<file path="config.mk">
export PLATFORM = sky130hd
export DESIGN_NAME = mastermind_grader
export DESIGN_NICKNAME = d
export VERILOG_FILES = /design/src/rtl/mastermind_grader.sv
export SDC_FILE = /design/constraint.sdc
export NUM_CORES = 1
export LEC_CHECK = 0
export ABC_AREA = 1
export BUFFER_PORTS_ARGS = -buffer_cell sky130_fd_sc_hd__buf_2
export CAP_MARGIN = 5
export CORE_MARGIN = 3
export CORE_UTILIZATION = 45
export CTS_CLUSTER_SIZE = 16
export DETAILED_ROUTE_END_ITERATION = 16
export PLACE_DENSITY = 0.69
export SYNTH_ARGS = -nofsm -noshare
export SYNTH_HDL_FRONTEND = slang
export SYNTH_SLANG_ARGS = --single-unit
</file>
<file path="constraint.sdc">
create_clock -name clock -period 3.5 [get_ports clock]
set_input_delay 0.875 -clock clock [delete_from_list [all_inputs] [get_ports clock]]
set_output_delay 0.875 -clock clock [all_outputs]
set_load 0.01 [all_outputs]
</file>
<file path="src/rtl/mastermind_grader.sv">
// rtl/mastermind_grader.sv - Mastermind round counter and serial Znarly/Zood grader
module mastermind_grader #(
    parameter int NUM_ROUNDS = 8,
    parameter int SHAPE_W    = 3,
    parameter int NUM_SHAPES = 6
) (
    input  logic                 clock,
    input  logic                 reset,
    input  logic                 c_clear,
    input  logic                 c_en,
    input  logic                 f_load,
    input  logic                 f_clear,
    input  logic [4*SHAPE_W-1:0] guess,
    input  logic [4*SHAPE_W-1:0] master,
    output logic [3:0]           round_count,
    output logic [2:0]           znarly,
    output logic [2:0]           zood,
    output logic                 feedback_valid,
    output logic                 busy,
    output logic                 won,
    output logic                 lost
);

    typedef enum logic [1:0] {IDLE, EXACT, COUNT, DONE} state_t;

    localparam logic [SHAPE_W:0]   SHAPE_LIMIT = (SHAPE_W+1)'(NUM_SHAPES);
    localparam logic [SHAPE_W-1:0] LAST_SHAPE  = SHAPE_W'(NUM_SHAPES - 1);
    localparam logic [3:0]         ROUND_LIMIT = 4'(NUM_ROUNDS);

    state_t               state;
    state_t               state_next;
    logic [4*SHAPE_W-1:0] g_r;
    logic [4*SHAPE_W-1:0] m_r;
    logic [SHAPE_W-1:0]   s;
    logic [2:0]           exact;
    logic [2:0]           total;
    logic [2:0]           exact_now;
    logic [2:0]           g_cnt;
    logic [2:0]           m_cnt;
    logic [2:0]           shape_min;
    logic                 start;

    assign start = f_load && !f_clear && (state == IDLE || state == DONE);

    always_ff @(posedge clock) begin
        if (reset) begin
            state <= IDLE;
        end else begin
            state <= state_next;
        end
    end

    always_comb begin
        state_next = state;
        if (f_clear) begin
            state_next = IDLE;
        end else begin
            case (state)
                IDLE, DONE: if (f_load) state_next = EXACT;
                EXACT:      state_next = COUNT;
                COUNT:      if (s == LAST_SHAPE) state_next = DONE;
                default:    state_next = IDLE;
            endcase
        end
    end

    always_comb begin
        busy = (state == EXACT) || (state == COUNT);
    end

    // Invalid codes are excluded from exact matches; the shape sweep only visits valid codes.
    always_comb begin
        exact_now = '0;
        g_cnt     = '0;
        m_cnt     = '0;
        for (int i = 0; i < 4; i++) begin
            if (g_r[SHAPE_W*i +: SHAPE_W] == m_r[SHAPE_W*i +: SHAPE_W] &&
                {1'b0, g_r[SHAPE_W*i +: SHAPE_W]} < SHAPE_LIMIT)
                exact_now = exact_now + 3'd1;
            if (g_r[SHAPE_W*i +: SHAPE_W] == s)
                g_cnt = g_cnt + 3'd1;
            if (m_r[SHAPE_W*i +: SHAPE_W] == s)
                m_cnt = m_cnt + 3'd1;
        end
        shape_min = (g_cnt < m_cnt) ? g_cnt : m_cnt;
    end

    always_ff @(posedge clock) begin
        if (reset) begin
            g_r            <= '0;
            m_r            <= '0;
            s              <= '0;
            exact          <= '0;
            total          <= '0;
            znarly         <= '0;
            zood           <= '0;
            feedback_valid <= 1'b0;
            won            <= 1'b0;
            lost           <= 1'b0;
        end else if (f_clear) begin
            znarly         <= '0;
            zood           <= '0;
            feedback_valid <= 1'b0;
            won            <= 1'b0;
            lost           <= 1'b0;
        end else if (start) begin
            g_r            <= guess;
            m_r            <= master;
            s              <= '0;
            exact          <= '0;
            total          <= '0;
            feedback_valid <= 1'b0;
            won            <= 1'b0;
            lost           <= 1'b0;
        end else begin
            case (state)
                EXACT: begin
                    exact <= exact_now;
                    s     <= '0;
                end
                COUNT: begin
                    total <= total + shape_min;
                    s     <= s + 1'b1;
                end
                DONE: begin
                    // Capture once on DONE entry so later counter changes cannot alter lost.
                    if (!feedback_valid) begin
                        znarly         <= exact;
                        zood           <= total - exact;
                        won            <= (exact == 3'd4);
                        lost           <= (exact != 3'd4) && (round_count == ROUND_LIMIT);
                        feedback_valid <= 1'b1;
                    end
                end
                default: ;
            endcase
        end
    end

    always_ff @(posedge clock) begin
        if (reset || c_clear) begin
            round_count <= '0;
        end else if (c_en && round_count != ROUND_LIMIT) begin
            round_count <= round_count + 4'd1;
        end
    end

endmodule
</file>
==> impl_metrics.env, run 1 <==
export IMPL_clock_sinks=48
export IMPL_die_h_microns=88.5
export IMPL_yosysTopAreaCell="dfxtp_1"
export IMPL_seq_area_sq_um=978
export IMPL_cp_num_buf_inv=3
export IMPL_path_delay_family="adder cells"
export IMPL_slew_violations=0
export IMPL_p_per_area_nw_per_um2=482
export IMPL_switching_power_uw=669
export IMPL_synth_simple_area_share=0.241
export IMPL_yosys_warnings=0
export IMPL_rsz0062_at_grt="yes"
export IMPL_intPower_mw=1.09
export IMPL_cp_start_kind="flip-flop"
export IMPL_seqPwrFrac=0.351
export IMPL_syn_avg_cell_area_sq_um=7.46
export IMPL_track_usage=0.173
export IMPL_synthesis_area_sq_um=3060
export IMPL_timing_worst_setup_path_type="reg2reg"
export IMPL_wirelength_microns=6570
export IMPL_drc=0
export IMPL_clock_power_share=0.195
export IMPL_ys_flop_type="dfxtp_1"
export IMPL_fin_nets=516
export IMPL_antenna_found_initial=0
export IMPL_cts_buffers=5
export IMPL_synth_edf_count=0
export IMPL_drtPass1Iterations=4
export IMPL_num_rows=29
export IMPL_hold_viol=0
export IMPL_postRouteAntennaNets=0
export IMPL_required_ns=3.74
export IMPL_synth_nets=464
export IMPL_drv_cap=0
export IMPL_grt_ovfl_total=0
export IMPL_die_width_microns=88.5
export IMPL_n_fill_cell=637
export IMPL_whs_path_depth=2
export IMPL_via_per_inst=5.01
export IMPL_cp_depth=20
export IMPL_synth_fa_ha_area_frac=0.103
export IMPL_timing_fmax_mhz=289
export IMPL_crit_fanout=6
export IMPL_yosys_top_cells_area="dfxtp_1 (31%), ha_1 (9.0%), nor2_1 (7.1%)"
export IMPL_synth_top_family_by_area="simple AND/OR/NAND/NOR gates"
export IMPL_start_util=0.474
export IMPL_p_total_mw=1.76
export IMPL_arrival_ns=3.69
export IMPL_cts_tree="done"
export IMPL_setup_ws_ns=0.0456
export IMPL_critPathSlowestCell="fa_2"
export IMPL_min_period_over_period=0.987
export IMPL_preCtsSetupSlack_ns=-0.192
export IMPL_netlist_instances=410
export IMPL_syn2layout_area_growth_pct=19.2
export IMPL_ir_worst_vdd_uv=249
export IMPL_worstSkewPairLatency_ns=0.30
export IMPL_synth_xor_area_share=0.111
export IMPL_status="completed"
export IMPL_slowest_delay_ns=0.53
export IMPL_cpMostUsedCell="nand2_1"
export IMPL_maxSlewHeadroom=0.346
export IMPL_drive_gt1_frac=0.281
export IMPL_power_frac_comb=0.454
export IMPL_synthArstFlopShare=0
export IMPL_multi_input_area_sq_um=1970
export IMPL_io_buffer_count=43
export IMPL_place_gp_congestion=0.819
export IMPL_ys_ff_latch=48
export IMPL_vias=2703
export IMPL_cts_root_buf="clkbuf_8"
export IMPL_drt_initial_drc_count=94
export IMPL_fin_worst_skew_ns=0.0108
export IMPL_htreeDepth=2
export IMPL_grt_max_degree=35
export IMPL_fin_crit_ns=3.45
export IMPL_synth_seq_area_share=0.314
export IMPL_cts_buffer_depth=2
export IMPL_hold_class="reg2reg"
export IMPL_wl_per_cell_microns=12.2
export IMPL_io_pins=44
export IMPL_grt_pass1_wl_microns=10900
export IMPL_clkTransAtPathRegs_ns=0.09
export IMPL_switching_share=0.381
export IMPL_p_leak_nw=1.66
export IMPL_setup_violations_final=0
export IMPL_core_area_sq_um=6460
export IMPL_tightestPinTransition_ns=0.980
export IMPL_end_kind="flip-flop"
export IMPL_antenna_cells=0
export IMPL_reg2reg_depth=20
export IMPL_synth_top_area_share=0.314
export IMPL_hold_buffers=0
export IMPL_synth_compound_area_frac=0.146
export IMPL_synthMuxAreaShare=0
export IMPL_crit_chain="xnor2_2 -> nand3_1 -> inv_2 -> ha_4 -> inv_1 -> nand4_1 -> nand2_1 -> ha_1 -> nand2_2 -> xnor2_2 -> ha_1 -> inv_1 -> a21oi_2 -> nand2_2 -> nand2_1 -> nand2_1 -> ha_2 -> fa_2 -> a21oi_2 -> a211oi_2"
export IMPL_synth_distinct_cells=35
export IMPL_place_hpwl_microns=4900
export IMPL_dieArea_sq_um=7830
export IMPL_grt_pass1_vias=2510
[final timing paths]
path,startpoint,to,slack [ns]
worst max-delay path,s[2],total[1],0.05
worst max register to register,s[2],total[1],0.05
worst min register to register,exact[2],exact[2],0.47
worst min-delay path,exact[2],exact[2],0.47
[cell usage after synthesis, drive strengths merged, types with 2 or more instances]
cell and instances:
a21oi 27, nand3 18, a211oi 6, nand4 6, nor3 4, inv 52, nor2 60, clkbuf 6
xor2 8, and3 2, xnor2 27, nand2 65, nor3b 2, dfxtp 48, o21a 2, fa 2
o21ai 44, ha 22, buf 5
[layout make-up]
cell class	count	share of cell area
multi-input cells	299	0.540
flip-flops and latches	48	0.268
repair buffers	56	0.0857
inverters	52	0.0535
well taps	77	0.0264
clock buffers	7	0.0237
clock inverters	1	0.00206
[metal layers]
metal  vias to the layer above  global-route usage  part of all wire
met5                         -                   0                 0
met4                         0              0.0618             0.014
met3                         8              0.0279             0.042
met2                        49               0.288              0.50
met1                      1222               0.226              0.45
li1                       1424                   -                 -
[metrics by stage]
stage / cells / area (sq um) / utilization / hold slack [ns] / setup TNS [ns]
finish: 540 / 3650 / 0.565 / 0.472 / 0
global route: 540 / 3650 / 0.565 / 0.509 / -0.228
CTS: 538 / 3510 / 0.544 / 0.474 / 0
detailed placement: 530 / 3390 / 0.525 / 0.460 / -0.307
global placement: 530 / 3390 / 0.525 / 0.457 / -0.128
floorplan: 410 / 3060 / - / 0.444 / 0
[state kept, by name, summed over array words and instances, names as in the netlist]
signal	cells
m_r	12
feedback_valid	1
g_r	12
znarly	3
s	3
round_count	4
total	3
exact	3
lost	1
zood	3
won	1
state	2
[power by group through the flow]
| stage | clock (mW) | combinational (mW) | sequential, mW |
|---|---|---|---|
| floorplan | 0 | 0.552 | 0.617 |
| global placement | 0 | 0.675 | 0.626 |
| detailed placement | 0 | 0.703 | 0.627 |
| CTS | 0.355 | 0.727 | 0.614 |
| global route | 0.376 | 0.915 | 0.623 |
| finish | 0.343 | 0.798 | 0.617 |
[what timing repair did]
action / in CTS / in global routing
setup buffers: 0 / 2
setup endpoints to repair: 2 / 2
pin swaps: 2 / 15
gates resized for setup: 11 / 31
[logic make-up after synthesis]
family,Yosys count
flops,48
buf+inv,63
fa+ha+maj,24
xor+xnor,35
compound gates,81
simple gates,159
[worst reg2reg max path: cells and delay by family, from the launching register on]
| family | cells | cell delay [ns] |
|---|---|---|
| flip-flops | 1 | 0.43 |
| XOR/XNOR | 2 | 0.27 |
| AND/OR/NAND/NOR | 7 | 0.63 |
| AO/OA/AOI/OAI | 3 | 0.43 |
| buffers and inverters | 3 | 0.22 |
| adder cells (fa/ha/maj) | 5 | 1.39 |
[cell usage in the layout (no fill, tap or decap), types with 9 or more instances in the layout]
| master | instances |
|---|---|
| nand2_1 | 51 |
| nand2_2 | 14 |
| nor2_1 | 55 |
| xnor2_1 | 17 |
| xnor2_2 | 9 |
| buf_2 | 43 |
| inv_1 | 45 |
| dfxtp_1 | 40 |
| buf_4 | 13 |
| a21oi_1 | 24 |
| nand3_1 | 12 |
| o21ai_0 | 36 |
| ha_1 | 18 |
Power figures use the tool's default switching activity.
==> run 2, diff against run 1 <==
Settings changed: ABC_AREA 1 to 0.
==> run 2 against run 1 <==
The run now ends with setup timing left; combinational power grew 30%; die area shrank 4.1%; non-clock buffer count grew 26; clock skew shrank 0.0028 ns; wire length grew 7.4%; sequential share of layout area shrank 1.5 points; power grew 16%; via count shrank 4.8%; first-iteration DRC count grew 24%; clock-buffer cell count shrank 2; register-to-register slack lost 0.18 ns.
==> impl_metrics.env, run 2 <==
export IMPL_synth_top_area_share=0.329
export IMPL_switching_share=0.354
export IMPL_fin_util=0.630
export IMPL_intPower_mw=1.32
export IMPL_synth_compound_area_frac=0.123
export IMPL_seqPwrFrac=0.290
export IMPL_dpl_cell_count=493
export IMPL_synth_simple_area_share=0.200
export IMPL_via_per_inst=5.10
export IMPL_yosysTopAreaCell="dfxtp_1"
export IMPL_placed_area_sq_um=3470
export IMPL_final_cell_mix="nand2_1 (57), dfxtp_1 (45), buf_2 (43), buf_4 (37), a21oi_1 (36)"
export IMPL_critPathSlowestCell="dfxtp_4"
export IMPL_place_gp_congestion=0.885
export IMPL_cts_root_buf="clkbuf_8"
export IMPL_synth_fa_ha_area_frac=0.108
export IMPL_end_kind="flip-flop"
export IMPL_yosys_top_cells_area="dfxtp_1 (33%), xnor2_1 (9.9%), ha_1 (9.4%)"
export IMPL_p_leak_nw=1.59
export IMPL_status="finished with violations"
export IMPL_drive_gt1_frac=0.326
export IMPL_timing_worst_setup_path_type="reg2reg"
export IMPL_crit_chain="xnor2_1 -> and3_4 -> inv_1 -> ha_1 -> o21ai_4 -> ha_4 -> nand4_1 -> xor2_1 -> ha_1 -> inv_2 -> nand2_2 -> and2_4 -> nor2_4 -> a21oi_2 -> ha_2 -> fa_2 -> xor2_1 -> nand2_1 -> a21o_1 -> a21oi_2 -> nor2_1"
export IMPL_hold_viol=0
export IMPL_netlist_instances=354
export IMPL_slowest_delay_ns=0.39
export IMPL_synthMuxAreaShare=0.0325
export IMPL_synthArstFlopShare=0
export IMPL_n_fill_cell=546
export IMPL_grt_max_degree=41
export IMPL_grt_pass1_wl_microns=11600
export IMPL_syn_avg_cell_area_sq_um=8.26
export IMPL_synth_distinct_cells=44
export IMPL_worstSkewPairLatency_ns=0.30
export IMPL_required_ns=3.69
export IMPL_drc=0
export IMPL_ys_flop_type="dfxtp_1"
export IMPL_clock_sinks=48
export IMPL_antenna_cells=0
export IMPL_io_pins=44
export IMPL_crit_fanout=5
export IMPL_synthTopCellsByCount="nand2_1 (58), dfxtp_1 (48), a21oi_1 (39)"
export IMPL_cts_tree="done"
export IMPL_start_util=0.480
export IMPL_synth_xor_area_share=0.155
export IMPL_p_per_area_nw_per_um2=530
export IMPL_fin_nets=482
export IMPL_arrival_ns=3.83
export IMPL_dieArea_sq_um=7500
export IMPL_htreeDepth=2
export IMPL_seq_area_sq_um=972
export IMPL_clock_power_share=0.200
export IMPL_synth_seq_area_share=0.329
export IMPL_syn2layout_area_growth_pct=31.4
export IMPL_postRouteAntennaNets=0
export IMPL_violations="setup timing"
export IMPL_min_period_over_period=1.04
export IMPL_hold_class="reg2reg"
export IMPL_synth_top_family_by_area="simple AND/OR/NAND/NOR gates"
export IMPL_grt_pass1_vias=2508
export IMPL_final_common_cell="nand2_1"
export IMPL_cts_buffers=5
export IMPL_maxSlewHeadroom=0.387
export IMPL_fin_crit_ns=3.64
export IMPL_place_hpwl_microns=5230
export IMPL_vias=2572
export IMPL_tightestPinTransition_ns=0.919
export IMPL_track_usage=0.196
export IMPL_drtPass1Iterations=4
export IMPL_die_h_microns=86.6
export IMPL_multi_input_area_sq_um=2070
export IMPL_power_frac_comb=0.510
export IMPL_io_buffer_count=43
export IMPL_timing_fmax_mhz=275
export IMPL_clkTransAtPathRegs_ns=0.09
export IMPL_yosys_warnings=0
export IMPL_top_regs="g_r: 12 flops, m_r: 12 flops, round_count: 4 flops"
export IMPL_final_cell_area_sq_um=3840
export IMPL_setup_violations_final=1
export IMPL_cts_buffer_depth=2
export IMPL_grt_ovfl_total=0
export IMPL_final_cells=504
export IMPL_holdWs_ns=0.471
export IMPL_p_total_mw=2.04
export IMPL_die_width_microns=86.6
export IMPL_drt_initial_drc_count=117
export IMPL_wirelength_microns=7060
export IMPL_setup_ws_ns=-0.136
export IMPL_synthesis_area_sq_um=2920
export IMPL_synth_edf_count=0
export IMPL_cp_start_kind="flip-flop"
export IMPL_slew_violations=0
export IMPL_switching_power_uw=722
export IMPL_num_rows=28
export IMPL_synth_most_common_cell="nand2_1"
export IMPL_ys_ff_latch=48
export IMPL_synth_nets=408
export IMPL_fin_worst_skew_ns=0.00797
export IMPL_core_area_sq_um=6100
export IMPL_ir_worst_vdd_uv=534
export IMPL_rsz0062_at_grt="yes"
export IMPL_drv_cap=0
export IMPL_wl_per_cell_microns=14.0
export IMPL_antenna_found_initial=0
run 2: final cells by class:
cell class,count,area share
tap,75,0.0244
clock inverter,3,0.0111
timing repair buffer,82,0.134
sequential,48,0.253
multi-input combinational,270,0.539
inverter,21,0.0205
clock buffer,5,0.0179
run 2: repair_timing:
action                     in CTS  in global routing
setup endpoints to repair       2                  2
resized for setup              20                 26
buffers inserted                0                  3
hold buffers                    0                  0
pin swaps                       4                 12
run 2: cell families (layout without fill, tap and decap cells):
logic type | Yosys count | in the layout
XOR/XNOR | 48 | 48
AO/OA/AOI/OAI | 62 | 62
multiplexers | 9 | 9
AND/OR/NAND/NOR | 127 | 127
buffers and inverters | 36 | 111
flip-flops | 48 | 48
adder cells (fa/ha/maj) | 24 | 24
run 2: path summary, 6_finish.rpt:
check / start / end / slack (ns) / depth (start not counted)
worst min-delay path: won / won / 0.47 / 2
worst min register to register: won / won / 0.47 / 2
worst max register to register: s[1] / total[2] / -0.14 / 21
worst max-delay path: s[1] / total[2] / -0.14 / 21
run 2: metal layers:
| metal | up-vias | routed length [microns] | GRT usage |
|---|---|---|---|
| li1 | 1327 | - | - |
| met1 | 1195 | 3250 | 0.266 |
| met2 | 40 | 3500 | 0.317 |
| met3 | 10 | 202 | 0.0238 |
| met4 | 0 | 115 | 0.0779 |
| met5 | - | 0 | 0 |
run 2: stage by stage:
stage / setup WS, ns / TNS [ns]
CTS: -0.119 / -0.119
finish: -0.136 / -0.136
global placement: -0.141 / -0.141
detailed placement: -0.296 / -0.367
floorplan: 0.00169 / 0
global route: -0.371 / -0.453
run 2: power by group through the flow:
stage	clock (mW)	combinational (mW)	sequential [mW]
6_report	0.407	1.04	0.591
5_1_grt	0.436	1.16	0.595
4_1_cts	0.413	0.923	0.590
3_5_place_dp	0	0.830	0.603
3_3_place_gp	0	0.801	0.603
2_1_floorplan	0	0.584	0.598
run 2: critical path, delay by kind of cell, from the launching register on:
family | cells | cell delay [ns]
fa+ha+maj | 5 | 1.20
xor+xnor | 3 | 0.50
compound gates | 4 | 0.52
flops | 1 | 0.39
buf+inv | 2 | 0.13
simple gates | 7 | 0.75
